### config.mk
export PLATFORM = sky130hd
export DESIGN_NAME = bridge_router
export DESIGN_NICKNAME = d
export VERILOG_FILES = /design/src/rtl/bridge_router.sv
export SDC_FILE = /design/constraint.sdc
export NUM_CORES = 1
export LEC_CHECK = 0
export BUFFER_PORTS_ARGS = -buffer_cell sky130_fd_sc_hd__clkbuf_2
export CAP_MARGIN = 20
export CORE_AREA = 2 2 149 151
export DETAILED_ROUTE_END_ITERATION = 8
export DIE_AREA = 0 0 151 153
export HOLD_SLACK_MARGIN = 0.02
export MAX_ROUTING_LAYER = met4
export SYNTH_ARGS = -nofsm -noshare
export SYNTH_HDL_FRONTEND = slang
export SYNTH_SLANG_ARGS = --single-unit
### constraint.sdc
create_clock -name clk_74a -period 3.74 [get_ports clk_74a]
set_input_delay 0.748 -clock clk_74a [delete_from_list [all_inputs] [get_ports clk_74a]]
set_output_delay 0.748 -clock clk_74a [all_outputs]
set_load 0.05 [all_outputs]
### src/rtl/bridge_router.sv
// bridge_router: decodes one upstream bridge request stream onto NUM_LEAVES
// address windows, forwards registered strobes/address/data to the selected
// leaf and returns leaf read data through a latency-matched pipeline.

// Per-leaf window compare and optional rebase. Window bounds come in as ports
// so that a zero base does not collapse into a constant compare.
module bridge_router_leaf #(
   parameter int ADDR_WIDTH = 32
) (
   input  logic [ADDR_WIDTH-1:0] addr,
   input  logic [ADDR_WIDTH-1:0] from_addr,
   input  logic [ADDR_WIDTH-1:0] to_addr,
   input  logic                  rebase,
   output logic                  hit,
   output logic [ADDR_WIDTH-1:0] leaf_addr
);

   // inclusive unsigned window; from > to can never satisfy both terms
   always_comb begin
      hit       = (addr >= from_addr) && (addr <= to_addr);
      leaf_addr = rebase ? (addr - from_addr) : addr;
   end

endmodule

module bridge_router #(
   parameter int                              NUM_LEAVES      = 6,
   parameter int                              ADDR_WIDTH      = 32,
   parameter int                              DATA_WIDTH      = 32,
   parameter logic [NUM_LEAVES*ADDR_WIDTH-1:0] FROM_ADDRS      = '0,
   parameter logic [NUM_LEAVES*ADDR_WIDTH-1:0] TO_ADDRS        = '0,
   parameter logic [NUM_LEAVES-1:0]           REBASE          = '0,
   parameter int                              ENDIAN_LITTLE   = 1,
   parameter int                              LEAF_RD_LATENCY = 1,
   parameter logic [DATA_WIDTH-1:0]           DEFAULT_RD_DATA = {DATA_WIDTH{1'b1}}
) (
   input  logic                             clk_74a,
   input  logic                             reset_n,
   input  logic [ADDR_WIDTH-1:0]            up_addr,
   input  logic                             up_wr,
   input  logic [DATA_WIDTH-1:0]            up_wr_data,
   input  logic                             up_rd,
   output logic [DATA_WIDTH-1:0]            up_rd_data,
   output logic                             up_rd_valid,
   output logic [ADDR_WIDTH-1:0]            leaf_addr,
   output logic [DATA_WIDTH-1:0]            leaf_wr_data,
   output logic [NUM_LEAVES-1:0]            leaf_wr,
   output logic [NUM_LEAVES-1:0]            leaf_rd,
   input  logic [NUM_LEAVES*DATA_WIDTH-1:0] leaf_rd_data,
   output logic [15:0]                      unmapped_count,
   output logic                             protocol_err
);

   localparam int LAT   = LEAF_RD_LATENCY;
   localparam int NB    = DATA_WIDTH / 8;
   localparam int IDX_W = (NUM_LEAVES > 1) ? $clog2(NUM_LEAVES) : 1;

   // byte k <-> byte NB-1-k; used on both the write and read paths
   function automatic logic [DATA_WIDTH-1:0] byte_swap(input logic [DATA_WIDTH-1:0] d);
      logic [DATA_WIDTH-1:0] r;
      r = '0;
      for (int k = 0; k < NB; k++) r[k*8 +: 8] = d[(NB-1-k)*8 +: 8];
      return r;
   endfunction

   logic [NUM_LEAVES-1:0]                 hit;
   logic [NUM_LEAVES-1:0][ADDR_WIDTH-1:0] leaf_addr_v;
   logic [NUM_LEAVES-1:0][DATA_WIDTH-1:0] leaf_data_v;
   logic [NUM_LEAVES-1:0]                 sel_onehot;
   logic [IDX_W-1:0]                      sel_idx;
   logic                                  any_hit;
   logic [ADDR_WIDTH-1:0]                 sel_addr;
   logic [DATA_WIDTH-1:0]                 wr_data_adj;
   logic                                  rd_go;
   logic                                  acc_go;

   // read pipeline: stage k is valid during T+1+k
   logic [LAT:0]                          vld_pipe;
   logic [LAT:0]                          hit_pipe;
   logic [LAT:0][IDX_W-1:0]               idx_pipe;
   logic [DATA_WIDTH-1:0]                 rd_pick;

   assign leaf_data_v = leaf_rd_data;

   genvar gi;
   for (gi = 0; gi < NUM_LEAVES; gi++) begin : g_leaf
      bridge_router_leaf #(.ADDR_WIDTH(ADDR_WIDTH)) u_leaf (
         .addr      (up_addr),
         .from_addr (FROM_ADDRS[gi*ADDR_WIDTH +: ADDR_WIDTH]),
         .to_addr   (TO_ADDRS[gi*ADDR_WIDTH +: ADDR_WIDTH]),
         .rebase    (REBASE[gi]),
         .hit       (hit[gi]),
         .leaf_addr (leaf_addr_v[gi])
      );
   end

   // lowest-index hit wins when windows overlap; a write masks a same-cycle read
   always_comb begin
      sel_onehot = '0;
      sel_idx    = '0;
      for (int i = NUM_LEAVES - 1; i >= 0; i--) begin
         if (hit[i]) begin
            sel_onehot    = '0;
            sel_onehot[i] = 1'b1;
            sel_idx       = IDX_W'(i);
         end
      end
      any_hit     = |hit;
      sel_addr    = leaf_addr_v[sel_idx];
      wr_data_adj = (ENDIAN_LITTLE != 0) ? up_wr_data : byte_swap(up_wr_data);
      rd_go       = up_rd && !up_wr;
      acc_go      = up_rd || up_wr;
   end

   // stage 0->1: one-cycle strobes; address and data hold between mapped requests
   always_ff @(posedge clk_74a) begin
      if (!reset_n) begin
         leaf_addr    <= '0;
         leaf_wr_data <= '0;
         leaf_wr      <= '0;
         leaf_rd      <= '0;
      end else begin
         leaf_wr <= (up_wr && any_hit) ? sel_onehot : '0;
         leaf_rd <= (rd_go && any_hit) ? sel_onehot : '0;
         if (acc_go && any_hit) leaf_addr <= sel_addr;
         if (up_wr && any_hit) leaf_wr_data <= wr_data_adj;
      end
   end

   // saturating unmapped counter and sticky wr+rd collision flag
   always_ff @(posedge clk_74a) begin
      if (!reset_n) begin
         unmapped_count <= '0;
         protocol_err   <= 1'b0;
      end else begin
         if (acc_go && !any_hit && unmapped_count != 16'hFFFF)
            unmapped_count <= unmapped_count + 16'd1;
         if (up_wr && up_rd) protocol_err <= 1'b1;
      end
   end

   // shift the selected leaf and hit flag alongside the read valid bit
   always_ff @(posedge clk_74a) begin
      if (!reset_n) begin
         vld_pipe <= '0;
         hit_pipe <= '0;
         idx_pipe <= '0;
      end else begin
         vld_pipe[0] <= rd_go;
         hit_pipe[0] <= any_hit;
         idx_pipe[0] <= sel_idx;
         for (int k = 1; k <= LAT; k++) begin
            vld_pipe[k] <= vld_pipe[k-1];
            hit_pipe[k] <= hit_pipe[k-1];
            idx_pipe[k] <= idx_pipe[k-1];
         end
      end
   end

   // pick leaf data at T+1+LAT; the unmapped default bypasses the swap
   always_comb begin
      rd_pick = DEFAULT_RD_DATA;
      if (hit_pipe[LAT])
         rd_pick = (ENDIAN_LITTLE != 0) ? leaf_data_v[idx_pipe[LAT]]
                                        : byte_swap(leaf_data_v[idx_pipe[LAT]]);
   end

   // register the return; data holds until the next read completes
   always_ff @(posedge clk_74a) begin
      if (!reset_n) begin
         up_rd_data  <= DEFAULT_RD_DATA;
         up_rd_valid <= 1'b0;
      end else begin
         up_rd_valid <= vld_pipe[LAT];
         if (vld_pipe[LAT]) up_rd_data <= rd_pick;
      end
   end

endmodule
==> flow_metrics.py, run 1 <==
metrics = {
    "layout": {
        "nNetsFinal": 897,
        "post_route_cells_drive_above_1_share": 0.410,
        "syn2layout_area_growth_pct": 48.7,
        "fin_util": 0.290,
        "stdcell_count": 932,
    },
    "setup_path": {
        "critPathBufInv": 2,
        "timing_worst_setup_path_type": "in -> reg",
        "crit_chain": "clkbuf_2 -> nor4_1 -> nand4_1 -> nor3_4 -> buf_4 -> mux2i_1 -> nor2_1",
        "startpoint_type": "input pin",
        "cp_slowest_stage_delay_ns": 0.51,
        "critPathRequiredTime_ns": 4.02,
        "crit_family": "simple AND/OR/NAND/NOR gates",
        "crit_fanout": 32,
        "arrival_ns": 2.68,
        "crit_slowest_cell": "buf_4",
        "crit_path_end_kind": "flip-flop",
    },
    "synth": {
        "synth_area_leader_cell": "dfxtp_1",
        "synthCells": 419,
        "synth.top_cells.by_count": "dfxtp_1 (120), nand2_1 (41), and2_1 (36), mux2i_1 (35), nor2_1 (35)",
        "synth_ff_type": "dfxtp_1",
        "synth_seq_cells": 120,
        "async_flop_share": 0,
        "synth-compound-area-share": 0.0876,
        "synth-simple-area-share": 0.203,
        "syn_area_per_cell_um2": 9.99,
        "synth_top_family_by_area": "simple AND/OR/NAND/NOR gates",
        "synth_edf_count": 0,
        "yosysSeqAreaShare": 0.574,
        "synth.area.mux_share": 0.0837,
        "ys_top_cells_by_area": "dfxtp_1 (57%), mux2i_1 (8.4%), and2_1 (5.4%)",
        "synth_cell_type_count": 35,
        "yosysTopAreaCellShare": 0.574,
        "ys_warn_count": 0,
        "synth_area_um2": 4190,
        "synth.most_common_cell": "dfxtp_1",
        "synthAdderAreaFrac": 0.00299,
        "synth_xor_area_frac": 0,
    },
    "timing": {
        "setup_tns_ns": 0,
        "drv_slew": 0,
        "timing.fmax_mhz": 417,
        "tightestPinTransition_ns": 0.594,
        "holdWs_ns": 0.447,
        "maxSlewHeadroom": 0.604,
        "rsz0062_at_grt": "false",
        "fin_skew_ns": 0.00949,
        "min_period_ns": 2.40,
        "min_period_over_period": 0.641,
        "hold_viol": 0,
        "setup_viol": 0,
    },
    "drt": {
        "wl_per_cell_um": 13.7,
        "vias": 3789,
        "dr.pass1.iters": 4,
        "vias_per_cell": 4.07,
        "drc": 0,
        "drt_iter0_drc": 131,
        "wl_mm": 12.8,
        "antenna_left": 0,
    },
    "clock_tree": {
        "root_buffer": "clkbuf_16",
        "cts_resized": 0,
        "tritoncts": "done",
        "cts_buffers": 17,
        "clk_latency_ns": 0.41,
        "cts_hold_buf": 0,
        "htreeDepth": 4,
        "ctsLongestPathBuffers": 2,
        "clock-sinks": 120,
        "clk_pin_slew_worst_paths_ns": 0.06,
        "cts_setup_buffers": 0,
    },
    "pwr": {
        "p_leak_nw": 2.67,
        "power_mw": 3.21,
        "ir_drop_mv": 0.266,
        "power.density_nw_per_um2": 516,
    },
    "placed_design": {
        "dpl.cell_count": 896,
        "io_buffer_count": 215,
        "gp_congestion": 0.778,
        "post-dp-hpwl_mm": 9.31,
    },
    "grt": {
        "grt_pass1_wl_mm": 19.3,
        "grt_pass1_vias": 3596,
        "track_usage": 0.115,
        "grt_overflow": 0,
        "antenna_found_initial": 2,
        "grt_max_degree": 49,
    },
    "status": {
        "status": "complete, no violations",
    },
    "floorplanning": {
        "core_area_um2": 21500,
        "dieArea_um2": 23100,
        "start_util": 0.195,
        "fp-row-count": 54,
        "die_w_um": 151,
        "pin_count": 386,
        "die_height_um": 153,
    },
    "hold_path": {
        "hold_path.class": "reg -> reg",
    },
    "flow_run": {
        "maxCapViolations": 0,
    },
}
[per-stage QoR]
step | instance area [um^2] | setup WS (ns)
global placement | 5530 | 0.846
CTS | 6190 | 1.27
finish | 6230 | 1.34
floorplan | 4220 | 1.41
global route | 6220 | 1.10
detailed placement | 5550 | 0.833
[report_power, final]
part	internal [mW]	total (mW)	switching [mW]	leakage, nW
Combinational	0.0523	0.137	0.0843	1.39
Sequential	1.28	1.29	0.00399	0.968
Clock	1.16	1.79	0.629	0.307
Total	2.49	3.21	0.717	2.67
[cells in the final DEF (no fill, tap or decap), drive strengths merged]
master    Yosys  layout
clkbuf       20     234
dfxtp       120     120
nand2        41      41
and2         36      36
nor2         35      35
mux2i        35      35
o22ai        31      31
a21oi        15      15
nor4         13      13
conb          1      10
buf          16      10
o31ai         9       9
or4           9       9
nand4         7       7
o21ai         6       6
inv           3       6
nand3         5       5
bufinv        0       4
diode         0       3
and3          3       3
nand2b        3       3
clkinvlp      0       3
or3           3       3
clkinv        0       3
nor3          2       2
or2           1       1
or4b          1       1
nor4b         1       1
or3b          1       1
nand3b        1       1
ha            1       1
[registers in the layout (all words and copies together) (netlist names)]
name            flops
up_rd_valid         1
leaf_rd             1
unmapped_count     16
leaf_addr          32
hit_pipe            2
up_rd_data         32
leaf_wr_data       32
protocol_err        1
leaf_wr             1
vld_pipe            2
[final cells by class]
class / instances / area [um^2]
fillers: 2291 / 15300
diodes: 3 / 7.51
repair buffers: 225 / 1180
multi-input cells: 269 / 1630
flip-flops and latches: 120 / 2400
clock buffers: 19 / 453
well taps: 280 / 350
clock inverters: 13 / 191
inverters: 3 / 11.3
[worst reg2reg max path, stage by stage (launching register included)]
cell and delay, ns:
dfxtp_1 0.35, ha_1 0.25, nand4_1 0.25, nor4_1 0.11, or4b_1 0.62, or4_1 0.51
a21oi_1 0.15
[cells by family (layout without fill, tap and decap cells)]
family                   after synthesis  count (layout)
adder cells (fa/ha/maj)                1               1
AO/OA/AOI/OAI                         61              61
flip-flops                           120             120
buffers and inverters                 39             260
AND/OR/NAND/NOR                      162             162
other                                  1              13
multiplexers                          35              35
[per-layer routing]
metal,global-route usage,part of all wire,vias up
li1,-,-,1889
met1,0.146,0.47,1681
met2,0.152,0.38,210
met3,0.0624,0.14,9
met4,0.0414,0.013,0
met5,-,0,-
[final timing paths]
kind	slack, ns	start	depth (start not counted)	to
worst max-delay path	1.34	up_addr[10]	7	leaf_wr_data[0]
worst min-delay path	0.45	vld_pipe[0]	1	vld_pipe[1]
worst max register to register	1.44	unmapped_count[0]	6	unmapped_count[13]
worst min register to register	0.45	vld_pipe[0]	1	vld_pipe[1]
No activity file was read; power rests on OpenSTA's default activity.
==> run 2, diff against run 1 <==
==> constraint.sdc (replaced) <==
create_clock -name clk_74a -period 2.15 [get_ports clk_74a]
set_input_delay 0.43 -clock clk_74a [delete_from_list [all_inputs] [get_ports clk_74a]]
set_output_delay 0.43 -clock clk_74a [all_outputs]
set_load 0.05 [all_outputs]
==> run 2 against run 1 <==
Register-to-register slack worse by 1.3 ns. Total power up 71%. Final area up 0.30%. Highest routed layer unchanged. Non-clock buffer count up 4. Clock power up 68%. Critical endpoint is now unmapped_count[13].
==> flow_metrics.py, run 2 (synthesis results as in run 1) <==
metrics = {
    "status": {
        "status": "complete, no violations",
    },
    "timing": {
        "min_period_ns": 2.02,
        "min_period_over_period": 0.939,
        "maxSlewHeadroom": 0.626,
        "holdWs_ns": 0.247,
        "tightestPinTransition_ns": 0.560,
        "drv_slew": 0,
        "timing.fmax_mhz": 495,
        "setup_tns_ns": 0,
        "hold_viol": 0,
        "setup_viol": 0,
        "rsz0062_at_grt": "false",
        "fin_skew_ns": 0.00765,
    },
    "drt": {
        "drc": 0,
        "vias": 3773,
        "dr.pass1.iters": 4,
        "wl_per_cell_um": 14.0,
        "wl_mm": 13.1,
        "vias_per_cell": 4.04,
        "antenna_left": 0,
        "drt_iter0_drc": 126,
    },
    "floorplanning": {
        "die_height_um": 153,
        "dieArea_um2": 23100,
        "fp-row-count": 54,
        "core_area_um2": 21500,
        "pin_count": 386,
        "start_util": 0.195,
        "die_w_um": 151,
    },
    "clock_tree": {
        "ctsLongestPathBuffers": 2,
        "cts_setup_buffers": 0,
        "clock-sinks": 120,
        "tritoncts": "done",
        "clk_latency_ns": 0.40,
        "clk_pin_slew_worst_paths_ns": 0.06,
        "root_buffer": "clkbuf_16",
        "cts_buffers": 17,
        "htreeDepth": 4,
    },
    "grt": {
        "grt_pass1_vias": 3602,
        "grt_max_degree": 49,
        "antenna_found_initial": 1,
        "track_usage": 0.115,
        "grt_overflow": 0,
        "grt_pass1_wl_mm": 19.3,
    },
    "setup_path": {
        "crit_path_end_kind": "flip-flop",
        "crit_chain": "ha_1 -> nand4_1 -> nor4_1 -> or4b_4 -> or4_1 -> a21oi_1",
        "cp_slowest_stage_delay_ns": 0.54,
        "crit_family": "simple AND/OR/NAND/NOR gates",
        "critPathRequiredTime_ns": 2.48,
        "crit_fanout": 8,
        "startpoint_type": "flip-flop",
        "timing_worst_setup_path_type": "reg -> reg",
        "crit_slowest_cell": "or4b_4",
        "critPathBufInv": 0,
        "arrival_ns": 2.35,
    },
    "pwr": {
        "p_sw_mw": 1.31,
        "ir_drop_mv": 0.378,
        "combPwrFrac": 0.044,
        "p_leak_nw": 2.69,
        "intPower_mw": 4.18,
        "power_mw": 5.50,
        "switching_share": 0.239,
        "power_frac_seq": 0.407,
        "pwr-share-clk": 0.548,
        "power.density_nw_per_um2": 880,
    },
    "layout": {
        "syn2layout_area_growth_pct": 49.2,
        "post_route_cells_drive_above_1_share": 0.429,
        "nNetsFinal": 901,
        "fillerInstances": 2284,
        "top_regs": "leaf_addr x32, leaf_wr_data x32, up_rd_data x32",
        "mostFrequentLayoutCells": "clkbuf_2 (215), dfxtp_1 (111), nand2_1 (41)",
        "layout_commonest_cell": "clkbuf_2",
    },
    "placed_design": {
        "gp_congestion": 0.791,
        "post-dp-hpwl_mm": 9.58,
        "io_buffer_count": 215,
    },
    "hold_path": {
        "hold_path.class": "in -> reg",
    },
    "flow_run": {
        "maxCapViolations": 0,
    },
}
==> run 2: cell type report <==
cell class | instances | area, um^2 | area share
timing repair buffer | 229 | 1210 | 0.194
clock buffer | 17 | 425 | 0.0681
sequential | 120 | 2410 | 0.386
inverter | 3 | 11.3 | 0.00180
tap | 280 | 350 | 0.0561
multi-input combinational | 269 | 1640 | 0.262
antenna | 1 | 2.50 | 0.000401
clock inverter | 15 | 193 | 0.0308
==> run 2: power by group through the flow <==
stage | Sequential, mW | Combinational (mW) | Clock, mW
2_1_floorplan | 2.31 | 0.111 | 0
6_report | 2.24 | 0.243 | 3.01
3_3_place_gp | 2.29 | 0.242 | 0
3_5_place_dp | 2.29 | 0.242 | 0
4_1_cts | 2.24 | 0.243 | 3.12
5_1_grt | 2.24 | 0.263 | 3.21
==> run 2: through the flow <==
stage	setup slack (ns)	util	cells	area [um^2]
after floorplan	0.0171	-	428	4230
after CTS	0.0418	0.290	932	6220
after global routing	0.0192	0.291	934	6250
after detailed placement	0.00367	0.261	900	5610
final	0.131	0.291	934	6250
after global placement	0.00822	0.261	900	5610
==> run 2: path summary, 6_finish.rpt <==
kind | startpoint | end | slack [ns] | cells past startpoint
max | unmapped_count[0] | unmapped_count[13] | 0.13 | 6
min | leaf_rd_data[25] | up_rd_data[25] | 0.25 | 3
max reg2reg | unmapped_count[0] | unmapped_count[13] | 0.13 | 6
min reg2reg | hit_pipe[0] | hit_pipe[1] | 0.44 | 1
==> run 2: what timing repair did <==
item	in CTS	in global routing
resized for setup	0	1
hold buffers	0	0
setup endpoints to repair	0	2
==> run 2: per-layer routing <==
metal  up-vias  share of wire  track usage
met5         -              0            -
met4         0         0.0079       0.0307
met3         5          0.090       0.0454
met2       191           0.41        0.164
met1      1674           0.49        0.151
li1       1903              -            -
==> run 2: tightest hold or removal path: cells and delay by family <==
| kind | cells | cell delay (ns) |
|---|---|---|
| simple gates | 1 | 0.05 |
| buf+inv | 1 | 0.07 |
| compound gates | 1 | 0.06 |
==> run 3, diff against run 2 <==
--- a/config.mk
+++ b/config.mk
@@ -5,11 +5,11 @@
 export SDC_FILE = /design/constraint.sdc
 export NUM_CORES = 1
 export LEC_CHECK = 0
-export BUFFER_PORTS_ARGS = -buffer_cell sky130_fd_sc_hd__clkbuf_2
 export CAP_MARGIN = 20
 export CORE_AREA = 2 2 149 151
 export DETAILED_ROUTE_END_ITERATION = 8
 export DIE_AREA = 0 0 151 153
+export DONT_BUFFER_PORTS = 1
 export HOLD_SLACK_MARGIN = 0.02
 export MAX_ROUTING_LAYER = met4
 export SYNTH_ARGS = -nofsm -noshare
==> run 3 against run 2 <==
Global-route usage fell by 0.85 points. First-iteration DRC count rose by 4.0%. Die area did not move. Sequential share of layout area rose by 7.7 points.
==> flow_metrics.py, run 3 (synthesis results as in run 1) <==
metrics = {
    "status": {
        "status": "complete, no violations",
    },
    "floorplanning": {
        "fp-row-count": 54,
        "die_height_um": 153,
        "dieArea_um2": 23100,
        "start_util": 0.195,
        "die_w_um": 151,
        "pin_count": 386,
        "core_area_um2": 21500,
    },
    "flow_run": {
        "maxCapViolations": 0,
    },
    "layout": {
        "layout_commonest_cell": "dfxtp_1",
        "nNetsFinal": 698,
        "fillerInstances": 2300,
        "mostFrequentLayoutCells": "dfxtp_1 (111), nand2_1 (41), and2_1 (36)",
        "post_route_cells_drive_above_1_share": 0.171,
        "syn2layout_area_growth_pct": 24.4,
        "top_regs": "leaf_addr x32, leaf_wr_data x32, up_rd_data x32",
        "design_area_um2": 5210,
        "fin_util": 0.242,
    },
    "setup_path": {
        "timing_worst_setup_path_type": "reg -> reg",
        "regToRegStartpoint": "unmapped_count[0]",
        "crit_path_end_kind": "flip-flop",
        "crit_fanout": 8,
        "arrival_ns": 2.35,
        "crit_start": "unmapped_count[0]",
        "critPathRequiredTime_ns": 2.49,
        "startpoint_type": "flip-flop",
    },
    "drt": {
        "wl_met3_mm": 1.59,
        "vias": 3048,
        "routed.top_layer": "met4",
        "met1_length_mm": 5.48,
        "vias_per_cell": 4.14,
        "wl_per_cell_um": 16.7,
        "drc": 0,
        "dr.pass1.iters": 4,
        "wl_met2_mm": 5.05,
        "drt_iter0_drc": 131,
        "wl_mm": 12.3,
        "antenna_left": 0,
    },
    "pwr": {
        "p_sw_mw": 1.27,
        "power_frac_seq": 0.441,
        "power.density_nw_per_um2": 979,
        "power_mw": 5.09,
        "switching_share": 0.249,
        "combPwrFrac": 0.025,
        "ir_drop_mv": 0.410,
        "p_leak_nw": 1.80,
        "pwr-share-clk": 0.534,
        "intPower_mw": 3.83,
    },
    "timing": {
        "tightestPinTransition_ns": 0.628,
        "drv_slew": 0,
        "min_period_ns": 2.02,
        "setup_viol": 0,
        "fin_skew_ns": 0.00362,
        "min_period_over_period": 0.939,
        "maxSlewHeadroom": 0.581,
        "timing.fmax_mhz": 496,
        "setup_ws_ns": 0.132,
        "holdWs_ns": 0.0863,
        "hold_viol": 0,
        "rsz0062_at_grt": "false",
    },
    "clock_tree": {
        "tritoncts": "done",
        "root_buffer": "clkbuf_16",
        "clock-sinks": 120,
        "cts_setup_buffers": 0,
        "cts_hold_buf": 0,
        "cts_buffers": 17,
        "clk_pin_slew_worst_paths_ns": 0.06,
        "clk_latency_ns": 0.40,
        "cts_resized": 0,
        "htreeDepth": 4,
        "ctsLongestPathBuffers": 2,
    },
    "placed_design": {
        "gp_congestion": 0.810,
        "place_ws_ns": -0.0775,
        "io_buffer_count": 0,
        "place_area_um2": 4610,
        "post-dp-hpwl_mm": 8.93,
    },
    "grt": {
        "antenna_found_initial": 3,
        "grt_pass1_wl_mm": 17.2,
        "track_usage": 0.107,
        "grt_pass1_vias": 2910,
        "grt_max_degree": 49,
        "grt_overflow": 0,
    },
    "hold_path": {
        "hp-start": "reset_n",
        "hold_path.class": "in -> reg",
    },
}
## run 3: changes by cell type in the layout (fill, tap and decap cells not counted), sizes merged
cell,change
bufinv,-3
clkinv,-4
diode,+6
buf,+12
inv,+2
clkbuf,-213
clkinvlp,+3
## run 3: worst paths after layout
kind                        end  slack, ns  depth (start not counted)
max reg2reg  unmapped_count[13]       0.13                          6
min reg2reg         vld_pipe[1]       0.43                          1
min              up_rd_data[31]       0.09                          1
max          unmapped_count[13]       0.13                          6
## run 3: critical path, stage by stage (launching register included)
cell and delay [ns]:
dfxtp_2 0.34, ha_1 0.22, nand4_1 0.14, nor4_1 0.08
or4b_4 0.53, or4_1 0.48, a21oi_1 0.14
## run 3: layer usage
| metal | GRT usage | up-vias |
|---|---|---|
| li1 | - | 1497 |
| met1 | 0.134 | 1353 |
| met2 | 0.144 | 191 |
| met3 | 0.0528 | 7 |
| met4 | 0.0432 | 0 |
| met5 | - | - |
## run 3: layout make-up
| class | count | area, um^2 | share of cell area |
|---|---|---|---|
| inverters | 3 | 11.3 | 0.00216 |
| flip-flops and latches | 120 | 2410 | 0.464 |
| clock buffers | 19 | 453 | 0.0870 |
| repair buffers | 26 | 215 | 0.0413 |
| diodes | 7 | 17.5 | 0.00336 |
| clock inverters | 13 | 109 | 0.0209 |
| well taps | 280 | 350 | 0.0673 |
| multi-input cells | 269 | 1640 | 0.314 |
## run 3: power by group through the flow
stage | logic (mW) | clock network (mW) | registers, mW
final | 0.128 | 2.72 | 2.24
after CTS | 0.126 | 2.82 | 2.24
after floorplan | 0.111 | 0 | 2.31
after detailed placement | 0.125 | 0 | 2.29
after global routing | 0.138 | 2.92 | 2.24
after global placement | 0.125 | 0 | 2.29
## run 3: through the flow
| stage | TNS, ns | std cells |
|---|---|---|
| detailed placement | -3.61 | 697 |
| CTS | 0 | 729 |
| global route | 0 | 733 |
| global placement | -3.19 | 697 |
| finish | 0 | 737 |
| floorplan | 0 | 428 |
